===== config.mk =====
export PLATFORM = sky130hd
export DESIGN_NAME = stream_word_packer
export DESIGN_NICKNAME = d
export VERILOG_FILES = /design/src/rtl/stream_pkg.sv /design/src/rtl/phrase_hold_reg.sv /design/src/rtl/stream_word_packer.sv
export SDC_FILE = /design/constraint.sdc
export NUM_CORES = 1
export LEC_CHECK = 0
export ABC_AREA = 1
export BUFFER_PORTS_ARGS = -buffer_cell sky130_fd_sc_hd__buf_2
export CELL_PAD_IN_SITES_DETAIL_PLACEMENT = 0
export CELL_PAD_IN_SITES_GLOBAL_PLACEMENT = 2
export CORE_MARGIN = 2
export CORE_UTILIZATION = 34
export CTS_CLUSTER_DIAMETER = 40
export DETAILED_ROUTE_END_ITERATION = 8
export GPL_ROUTABILITY_DRIVEN = 0
export PLACE_DENSITY = 0.83
export RECOVER_POWER = 100
export SETUP_SLACK_MARGIN = 0.02
export SYNTH_ARGS = -nofsm -noshare
export SYNTH_HDL_FRONTEND = slang
export SYNTH_SLANG_ARGS = --single-unit
export TNS_END_PERCENT = 20

===== constraint.sdc =====
create_clock -name clk_in -period 3.22 [get_ports clk_in]
set_clock_uncertainty 0.15 [all_clocks]
set_input_delay 0.483 -clock clk_in [delete_from_list [all_inputs] [get_ports clk_in]]
set_output_delay 0.483 -clock clk_in [all_outputs]
set_load 0.005 [all_outputs]

===== src/rtl/stream_pkg.sv =====
`default_nettype none
// ============================================================================
//  Package    : stream_pkg
//  Description: Shared definitions for the narrow-word stream packer and its
//               companion unpacker. Holds the default pixel/phrase geometry,
//               the phrase type and the slot placement helper.
//  Contents   : PIXEL_W, PHRASE_WORDS, PHRASE_W, phrase_t, slot_lsb()
//  Revision   : 1.0 - initial release
// ============================================================================
package stream_pkg;

    localparam int PIXEL_W      = 16;
    localparam int PHRASE_WORDS = 8;
    localparam int PHRASE_W     = PIXEL_W * PHRASE_WORDS;

    typedef logic [PHRASE_W-1:0] phrase_t;

    // Bit offset of word slot i inside a phrase. With msb_first set, slot 0
    // occupies the most significant word of the phrase.
    function automatic int slot_lsb(input int i, input bit msb_first,
                                    input int words  = PHRASE_WORDS,
                                    input int word_w = PIXEL_W);
        return msb_first ? (words - 1 - i) * word_w : i * word_w;
    endfunction

endpackage
`default_nettype wire


===== src/rtl/phrase_hold_reg.sv =====
`default_nettype none
// ============================================================================
//  Module     : phrase_hold_reg
//  Description: Single-entry output holding register with valid/ready
//               handshake. Loads a new entry whenever it is empty or its
//               current entry is being taken in the same cycle, so a
//               back-to-back producer sees no bubbles.
//  Ports      : clk, rst_n      clock, asynchronous active-low reset
//               load_en         producer presents an entry this cycle
//               load_data/user  entry payload
//               can_load        register will capture load_en this cycle
//               take            downstream accepts the held entry
//               valid/data/user held entry
//  Revision   : 1.0 - initial release
// ============================================================================
module phrase_hold_reg
    import stream_pkg::*;
#(
    parameter int DATA_W = PHRASE_W,
    parameter int USER_W = 1
) (
    input  logic              clk,
    input  logic              rst_n,
    input  logic              load_en,
    input  logic [DATA_W-1:0] load_data,
    input  logic [USER_W-1:0] load_user,
    output logic              can_load,
    input  logic              take,
    output logic              valid,
    output logic [DATA_W-1:0] data,
    output logic [USER_W-1:0] user
);

    assign can_load = ~valid | take;

    // Payload only changes on a real load, so it stays stable while stalled.
    always_ff @(posedge clk or negedge rst_n) begin
        if (!rst_n) begin
            valid <= 1'b0;
            data  <= '0;
            user  <= '0;
        end else if (can_load) begin
            valid <= load_en;
            if (load_en) begin
                data <= load_data;
                user <= load_user;
            end
        end
    end

endmodule
`default_nettype wire


===== src/rtl/stream_word_packer.sv =====
`default_nettype none
// ============================================================================
//  Module     : stream_word_packer
//  Description: Packs WORDS narrow stream words into one WORD_W*WORDS phrase
//               at full rate. Supports early flush on start-of-frame, an
//               explicit flush request, selectable word order and a per-phrase
//               valid-word count.
//  Ports      : clk_in, rst_in   clock, asynchronous active-low reset
//               valid_in/ready_in/data_in   input word stream
//               newframe_in      word is the first of a frame
//               flush_in         request to emit the pending partial phrase
//               valid_out/ready_out/data_out   phrase stream
//               tuser_out        phrase carries a start of frame
//               count_out        valid words in the phrase (1..WORDS)
//  Revision   : 1.0 - initial release
// ============================================================================
module stream_word_packer
    import stream_pkg::*;
#(
    parameter int               WORD_W         = PIXEL_W,
    parameter int               WORDS          = PHRASE_WORDS,
    parameter bit               MSB_FIRST      = 1'b1,
    parameter bit               FLUSH_ON_FRAME = 1'b1,
    parameter logic [WORD_W-1:0] PAD           = '0
) (
    input  logic                         clk_in,
    input  logic                         rst_in,
    input  logic                         valid_in,
    output logic                         ready_in,
    input  logic [WORD_W-1:0]            data_in,
    input  logic                         newframe_in,
    input  logic                         flush_in,
    output logic                         valid_out,
    input  logic                         ready_out,
    output logic [WORD_W*WORDS-1:0]      data_out,
    output logic                         tuser_out,
    output logic [$clog2(WORDS+1)-1:0]   count_out
);

    localparam int c_kw = $clog2(WORDS);
    localparam int c_cw = $clog2(WORDS + 1);
    localparam int c_pw = WORD_W * WORDS;
    localparam logic [c_kw-1:0] c_k_last = c_kw'(WORDS - 1);

    // Assembly buffer holds at most WORDS-1 words; the final word of a
    // phrase goes straight from data_in into the output register.
    logic [WORD_W-1:0] r_buf [WORDS-1];
    logic [c_kw-1:0]   r_k;
    logic              r_ta;
    // A flush that could not be emitted (output stalled, or the flush cycle
    // was consumed by a frame split) stays pending until it is.
    logic              r_flush_pend;

    logic              w_load_ok;
    logic              w_accept;
    logic              w_flush_req;
    logic              w_k_zero;
    logic              w_k_full;
    logic              w_split_hold;
    logic              w_split;
    logic              w_full;
    logic              w_flush;
    logic              w_emit;
    logic              w_take_word;
    logic [c_pw-1:0]   w_phrase;
    logic [c_cw-1:0]   w_count;
    logic              w_tuser;
    logic [c_cw:0]     w_user_q;

    assign w_flush_req  = flush_in | r_flush_pend;
    assign w_k_zero     = (r_k == '0);
    assign w_k_full     = (r_k == c_k_last);
    // Word would close the current partial phrase as a frame boundary.
    assign w_split_hold = FLUSH_ON_FRAME & newframe_in & ~w_k_zero;

    // Any accept that has to emit a phrase is only allowed when the output
    // register can load; plain appends never depend on the output side.
    assign ready_in = w_load_ok | (~w_k_full & ~w_split_hold & ~w_flush_req);
    assign w_accept = valid_in & ready_in;

    assign w_split     = w_accept & w_split_hold;
    assign w_full      = w_accept & w_k_full & ~w_split;
    assign w_flush     = w_flush_req & (~w_k_zero | w_accept) & ~w_split;
    assign w_emit      = (w_split | w_full | w_flush) & w_load_ok;
    // On a frame split the incoming word starts the next phrase instead.
    assign w_take_word = w_accept & ~w_split;

    assign w_count = c_cw'(r_k) + c_cw'(w_take_word);
    assign w_tuser = w_split ? r_ta : (r_ta | (w_take_word & newframe_in));

    for (genvar gi = 0; gi < WORDS; gi++) begin : g_slot
        localparam int              c_lsb = slot_lsb(gi, MSB_FIRST, WORDS, WORD_W);
        localparam logic [c_kw-1:0] c_idx = c_kw'(gi);
        logic [WORD_W-1:0] w_word;
        if (gi < WORDS - 1) begin : g_buf
            assign w_word = (c_idx < r_k) ? r_buf[gi] :
                            ((c_idx == r_k) && w_take_word) ? data_in : PAD;
        end else begin : g_last
            assign w_word = ((c_idx == r_k) && w_take_word) ? data_in : PAD;
        end
        assign w_phrase[c_lsb +: WORD_W] = w_word;
    end

    always_ff @(posedge clk_in or negedge rst_in) begin
        if (!rst_in) begin
            for (int i = 0; i < WORDS - 1; i++) begin
                r_buf[i] <= '0;
            end
            r_k          <= '0;
            r_ta         <= 1'b0;
            r_flush_pend <= 1'b0;
        end else if (w_split) begin
            r_buf[0]     <= data_in;
            r_k          <= c_kw'(1);
            r_ta         <= 1'b1;
            r_flush_pend <= w_flush_req;
        end else if (w_emit) begin
            r_k          <= '0;
            r_ta         <= 1'b0;
            r_flush_pend <= 1'b0;
        end else begin
            if (w_accept) begin
                for (int i = 0; i < WORDS - 1; i++) begin
                    if (r_k == c_kw'(i)) begin
                        r_buf[i] <= data_in;
                    end
                end
                r_k  <= r_k + c_kw'(1);
                r_ta <= r_ta | newframe_in;
            end
            r_flush_pend <= w_flush_req & ~w_k_zero;
        end
    end

    phrase_hold_reg #(
        .DATA_W (c_pw),
        .USER_W (c_cw + 1)
    ) u_hold (
        .clk       (clk_in),
        .rst_n     (rst_in),
        .load_en   (w_emit),
        .load_data (w_phrase),
        .load_user ({w_count, w_tuser}),
        .can_load  (w_load_ok),
        .take      (ready_out),
        .valid     (valid_out),
        .data      (data_out),
        .user      (w_user_q)
    );

    assign count_out = w_user_q[c_cw:1];
    assign tuser_out = w_user_q[0];

endmodule
`default_nettype wire


Yosys cells after proc, flatten, opt, wreduce, memory -nomap -nowiden. Cells that the tools add are included.

Input port bits: 22. Logic and storage cells: 119. Register bits: 251.

Bitwise logic cells: 28. Equality and inequality tests: 15. Muxes and demuxes: 34. Reductions and logical operators: 20. Magnitude comparators: 7. $add $sub $neg: 2.

Operators with widths (count): 16-bit 2-to-1 mux (23); 112-bit 2-to-1 mux (2); 4-bit AND reduction (6); 1-bit AND (13); 3-bit == test, first input constant (4); 3-bit == test, second input constant (4); 3-bit < comparator, first input constant (3); 3-bit 2-to-1 mux (3); 1-bit logical AND (8); 1-bit bitwise OR (8); 1-bit inverter (7); 2-bit by 3-bit == test with 1-bit output, first input constant (2); 3-bit by 2-bit == test with 1-bit output, second input constant (2); 1-bit by 3-bit < comparator with 1-bit output, first input constant (2); 2-bit by 3-bit < comparator with 1-bit output, first input constant (2); 1-bit 2-to-1 mux (6); 3-bit by 1-bit adder with 4-bit output (1); 2-bit nonzero test (2); 3-bit by 1-bit adder with 3-bit output, second input constant (1); 1-bit by 3-bit == test with 1-bit output, first input constant (1); 3-bit by 1-bit == test with 1-bit output, second input constant (1); 3-bit logical NOT (1); 3-bit AND reduction (1); 3-bit nonzero test (1); 2 further kinds (2).

Depth between registers and ports, before layout.
Word-level depth: 16. Gate-level depth with buffers: 13. Depth with buffers taken out: 12.

Cells and area by module. A second synthesis with hierarchy kept.

Cells, all modules: 1521. Area, all modules: 11926.4 µm².

By module, submodules not included: stream_word_packer (instances 1, cells an instance 941, area an instance 6655.1 µm²); phrase_hold_reg (instances 1, cells an instance 580, area an instance 5271.3 µm²).

Worst setup path after synthesis. OpenSTA, ideal clock, no wires.

Path type: register to register. From: reg r_k[1]. To: reg u_hold.user[3]. Data required time: 2947 ps. Slack: 877 ps. Library setup time: 123 ps. Arrival time: 2071 ps. Buffers on the path: 2. Clock period less this slack: 2343 ps. Cell stages (with the launch flop): 12. Cells stage by stage: dfrtp_1 ha_1 ha_1 inv_1 nand2_1 a211oi_4 buf_6 buf_4 ha_1 ha_1 xnor2_1 o21ai_1.

Word-level cells in the longest chain between the ends: 15.

RTL lines: from (decl) (RTL line stream_word_packer.sv:48) `logic [c_kw-1:0] r_k;`; from (signal assigned) (RTL line stream_word_packer.sv:114) `r_k <= c_kw'(1);`; from (signal assigned) (RTL line stream_word_packer.sv:128) `r_k <= r_k + c_kw'(1);`; 3-bit logical NOT (RTL line stream_word_packer.sv:71) `assign w_k_zero = (r_k == '0);`; 1-bit inverter (RTL line stream_word_packer.sv:74, stream_word_packer.sv:83); 1-bit AND (RTL line stream_word_packer.sv:74) `assign w_split_hold = FLUSH_ON_FRAME & newframe_in & ~w_k_zero;`; 1-bit inverter (RTL line stream_word_packer.sv:78) `assign ready_in = w_load_ok | (~w_k_full & ~w_split_hold & ~w_flush_req);`; 1-bit AND (2 in a row) (RTL line stream_word_packer.sv:78); 1-bit bitwise OR (RTL line stream_word_packer.sv:78); 1-bit AND (RTL line stream_word_packer.sv:79) `assign w_accept = valid_in & ready_in;`; 1-bit AND (RTL line stream_word_packer.sv:81) `assign w_split = w_accept & w_split_hold;`; 1-bit inverter (no line); 1-bit AND (RTL line stream_word_packer.sv:82) `assign w_full = w_accept & w_k_full & ~w_split;`; 1-bit bitwise OR (2 in a row) (RTL line stream_word_packer.sv:84) `assign w_emit = (w_split | w_full | w_flush) & w_load_ok;`; 1-bit AND (RTL line stream_word_packer.sv:84); 2-bit AND reduction (no line); to (signal assigned) (RTL line phrase_hold_reg.sv:46) `user <= load_user;`; to (decl) (RTL line phrase_hold_reg.sv:31) `output logic [USER_W-1:0] user`.

Parallel ways exist; a longest one is shown, timed or not. A chain may end at the register's enable or synchronous reset.

Worst setup path in the final report.
From: reg r_k[1]. To: reg u_hold.data[93].

Word-level cells in the longest chain between the ends: 15.

RTL lines: 3-bit logical NOT (RTL line stream_word_packer.sv:71); 1-bit inverter (RTL line stream_word_packer.sv:74, stream_word_packer.sv:83); 1-bit AND (RTL line stream_word_packer.sv:74); 1-bit inverter (RTL line stream_word_packer.sv:78); 1-bit AND (2 in a row) (RTL line stream_word_packer.sv:78); 1-bit bitwise OR (RTL line stream_word_packer.sv:78); 1-bit AND (RTL line stream_word_packer.sv:79); 1-bit AND (RTL line stream_word_packer.sv:81); 1-bit inverter (no line); 1-bit AND (RTL line stream_word_packer.sv:82); 1-bit bitwise OR (2 in a row) (RTL line stream_word_packer.sv:84); 1-bit AND (RTL line stream_word_packer.sv:84); 2-bit AND reduction (no line); to (signal assigned) (RTL line phrase_hold_reg.sv:45) `data <= load_data;`; to (decl) (RTL line phrase_hold_reg.sv:30) `output logic [DATA_W-1:0] data,`.

Parallel ways exist; a longest one is shown, timed or not.

==> impl_metrics.csv <==
group,metric,value,unit
outcome,status,"complete, but fails checks",
outcome,violations,"capacitance limit, slew limit",
worst_setup_path,arrival,3.07,ns
power,p_leak,7.11,nW
power,switching_share,37.0,%
cts,numCtsBuffers,43,
die,dieArea,35400,um2
cts,htreeDepth,2,
die,initial_utilization,34.5,%
cts,cts_tree,"done",
cts,clock_path_buffers,3,
die,num_io_pins,157,
synthesis,synth_cells,1465,
timing,setup_tns,0,ns
cts,cts-resized-gates,0,
timing,fin_crit,2.77,ns
timing,setup_violations,0,
drt,wl_per_cell,17.8,um
timing,worst_slew_pin_slew,2.11,ns
synthesis,synth_nets,1493,
timing,finalCritPeriodShare,86.0,%
die,rows,67,
drt,met2_length,16200,um
placed_design,portBuffers,156,
die,die_y,188,um
global_routing,grt_pass1_vias,9587,
final_layout,drive_above_1_share,14.1,%
synthesis,ys_seq_area_share,54.5,%
power,seqPwrFrac,35.0,%
synthesis,syn_area,11500,um2
final_layout,fin_nets,1619,
power,ir_drop,0.356,mV
die,coreArea,33400,um2
hold_path,hold_path.class,"input port to flop",
drt,met3WireLength,2070,um
drt,ant_nets,0,
job,maxCapViolCount,1,
final_layout,area_growth,21.9,%
drt,routedLengthMet1,17600,um
global_routing,grt_pass1_wl,57100,um
drt,viasPerCell,4.90,
final_layout,diodes,0,
drt,first_iter_violations,841,
final_layout,fin_util,42.0,%
global_routing,antenna_found_initial,0,
cts,clk_latency,0.53,ns
synthesis,yosysUniqueCellTypes,29,
placed_design,dpl.hpwl,22800,um
power,internal-power,9.22,mW
cts,clk_pin_slew,0.05,ns
power,clkPwrFrac,32.9,%
synthesis,yosysWarnings,0,
synthesis,avgSynthCellArea,7.87,um2
timing,rsz0062_at_grt,"false",
timing,slew-limit-headroom,-40.5,%
drt,dr.max_layer_used,"met4",
worst_setup_path,crit_required,3.53,ns
power,p_comb_share,32.1,%
power,p_sw,5.42,mW
drt,vias,10200,
timing,fmax,0.361,GHz
drt,routed_wirelength,36900,um
worst_setup_path,crit_fanout,91,
synthesis,ys_ff_latch,251,
global_routing,grt_max_degree,92,
cts,ctsRootBufferMaster,"clkbuf_16",
timing,report.final.slew_viol_count,83,
drt,drtPass1Iterations,5,
worst_setup_path,end_kind,"flop",
global_routing,grt-ovfl-total,0,
timing,finalHoldViolations,0,
drt,remaining_drc_errors,0,
global_routing,grtUsageTotal,20.9,%
final_layout,fillers,3451,
power,powerDensity,1040,nW/um2
worst_setup_path,critPathKind,"flop to flop",
die,dieWidth,188,um
cts,cts.sinks,251,
worst_setup_path,start_kind,"flop",
critical path, stage by stage (launching register included):
cell and delay (ns):
dfrtp_1 0.50, inv_1 0.15, ha_1 0.25, nand2_4 0.12, nand2_4 0.08, nand3_1 0.11
nand3_1 0.09, nand2_1 0.16, nand2_4 0.27, clkinv_2 0.15, buf_12 0.35, nor2_1 0.08
a21oi_1 0.13
synth_stat cells:
| library cell | number | share of area [%] |
|---|---|---|
| o21ai_1 | 35 | 1.5 |
| dfrtp_1 | 251 | 54 |
| nand3_1 | 116 | 5.0 |
| buf_1 | 1 | 0.033 |
| nor2_4 | 1 | 0.098 |
| inv_1 | 44 | 1.4 |
| buf_2 | 39 | 1.7 |
| nand4_2 | 1 | 0.11 |
| nand2_1 | 413 | 13 |
| ha_1 | 6 | 0.65 |
| clkbuf_1 | 40 | 1.3 |
| nand2_4 | 8 | 0.78 |
| nor3_1 | 2 | 0.087 |
| nor2_1 | 349 | 11 |
| inv_4 | 1 | 0.054 |
| buf_6 | 8 | 0.78 |
| xnor2_1 | 1 | 0.076 |
| a211oi_4 | 1 | 0.17 |
| inv_2 | 6 | 0.20 |
| a21oi_1 | 20 | 0.87 |
| o21ai_0 | 85 | 3.7 |
| clkbuf_2 | 6 | 0.26 |
| nand4_1 | 16 | 0.87 |
| nand3_4 | 1 | 0.15 |
| nand3_2 | 1 | 0.087 |
| buf_4 | 7 | 0.46 |
| nand2_2 | 4 | 0.22 |
| xor2_1 | 1 | 0.076 |
| clkinv_1 | 1 | 0.033 |
sequential cells by signal (all words and copies together) (netlist names):
name,flops
u_hold.data,128
r_buf,112
u_hold.user,5
r_k,3
r_flush_pend,1
r_ta,1
u_hold.valid,1
cell families after synthesis:
kind of cell	count (synthesis)	synth area share, %
adder cells (fa/ha/maj)	6	0.651
AO/OA/AOI/OAI	141	6.25
flip-flops	251	54.5
buffers and inverters	153	6.24
AND/OR/NAND/NOR	912	32.2
XOR/XNOR	2	0.152
power by group through the flow:
stage | Combinational [mW] | Clock, mW | Sequential (mW)
after floorplan | 3.21 | 0 | 5.06
after global placement | 4.78 | 0 | 5.15
after detailed placement | 4.84 | 0 | 5.16
after CTS | 4.87 | 4.89 | 5.13
after global routing | 5.39 | 5.04 | 5.29
final | 4.70 | 4.82 | 5.13
layout by cell type, fill, tap and decap left out:
| master | count |
|---|---|
| nand2_1 | 415 |
| inv_4 | 1 |
| nor3_1 | 2 |
| nand2_2 | 2 |
| clkinvlp_4 | 6 |
| nand3_1 | 117 |
| buf_1 | 1 |
| inv_1 | 45 |
| bufinv_16 | 7 |
| buf_4 | 19 |
| o21ai_0 | 114 |
| clkinv_4 | 3 |
| clkbuf_2 | 1 |
| nor2_4 | 1 |
| nand3_4 | 1 |
| a211oi_1 | 1 |
| nand4_2 | 1 |
| buf_12 | 5 |
| nand4_1 | 16 |
| xor2_1 | 1 |
| nor2_1 | 349 |
| buf_2 | 112 |
| clkbuf_16 | 44 |
| ha_1 | 6 |
| clkinv_8 | 1 |
| xnor2_1 | 1 |
| clkinv_1 | 1 |
| dfrtp_1 | 251 |
| clkinv_2 | 6 |
| o21ai_1 | 6 |
| nand2_4 | 8 |
| clkbuf_8 | 4 |
| a21oi_2 | 2 |
| dlygate4sd3_1 | 1 |
| inv_2 | 4 |
| a21oi_1 | 18 |
| clkbuf_1 | 52 |
| inv_6 | 1 |
final cells by class:
class,count,area [um2],area share (%)
clock inverters,23,332,2.36
repair buffers,182,983,6.99
clock buffers,57,1190,8.46
flip-flops and latches,251,6280,44.7
inverters,52,199,1.41
multi-input cells,1061,4520,32.1
well taps,448,561,3.99
final timing paths:
path	to	start	depth (start not counted)	slack, ns
setup / recovery	u_hold.data[93]$_DFFE_PN0P_	r_k[1]$_DFFE_PN0P_	12	0.45
hold / removal	r_buf[96]$_DFFE_PN0P_	data_in[0]	3	0.13
setup reg to reg	u_hold.data[93]$_DFFE_PN0P_	r_k[1]$_DFFE_PN0P_	12	0.45
hold reg to reg	u_hold.data[112]$_DFFE_PN0P_	u_hold.data[112]$_DFFE_PN0P_	2	0.32
max in group asynchronous	u_hold.data[122]$_DFFE_PN0P_	rst_in	2	0.68
min in group asynchronous	u_hold.data[45]$_DFFE_PN0P_	rst_in	2	0.95
metal layers:
layer,track usage (%),vias to the layer above
met5,0,-
met1,30.6,4915
met2,31.9,300
met4,6.33,0
li1,-,4879
met3,2.99,66
repair_timing:
action | in CTS | in global routing
endpoints found under the hold margin | 82 | 0
hold buffers | 1 | 0
setup buffers | 0 | 0
stage by stage:
stage                     cell area, um2  total power [mW]  hold WS (ns)  instances  worst slack, ns
after detailed placement           12600              10.0         0.312       1993            0.565
after global placement             12600              9.92         0.307       1993            0.582
after floorplan                    11500              8.27        0.0374       1465            0.877
after global routing               14100              15.7         0.130       2074            0.217
after CTS                          14200              14.9         0.109       2074            0.521
final                              14100              14.6         0.132       2074            0.452
Power figures use the tool's default switching activity.
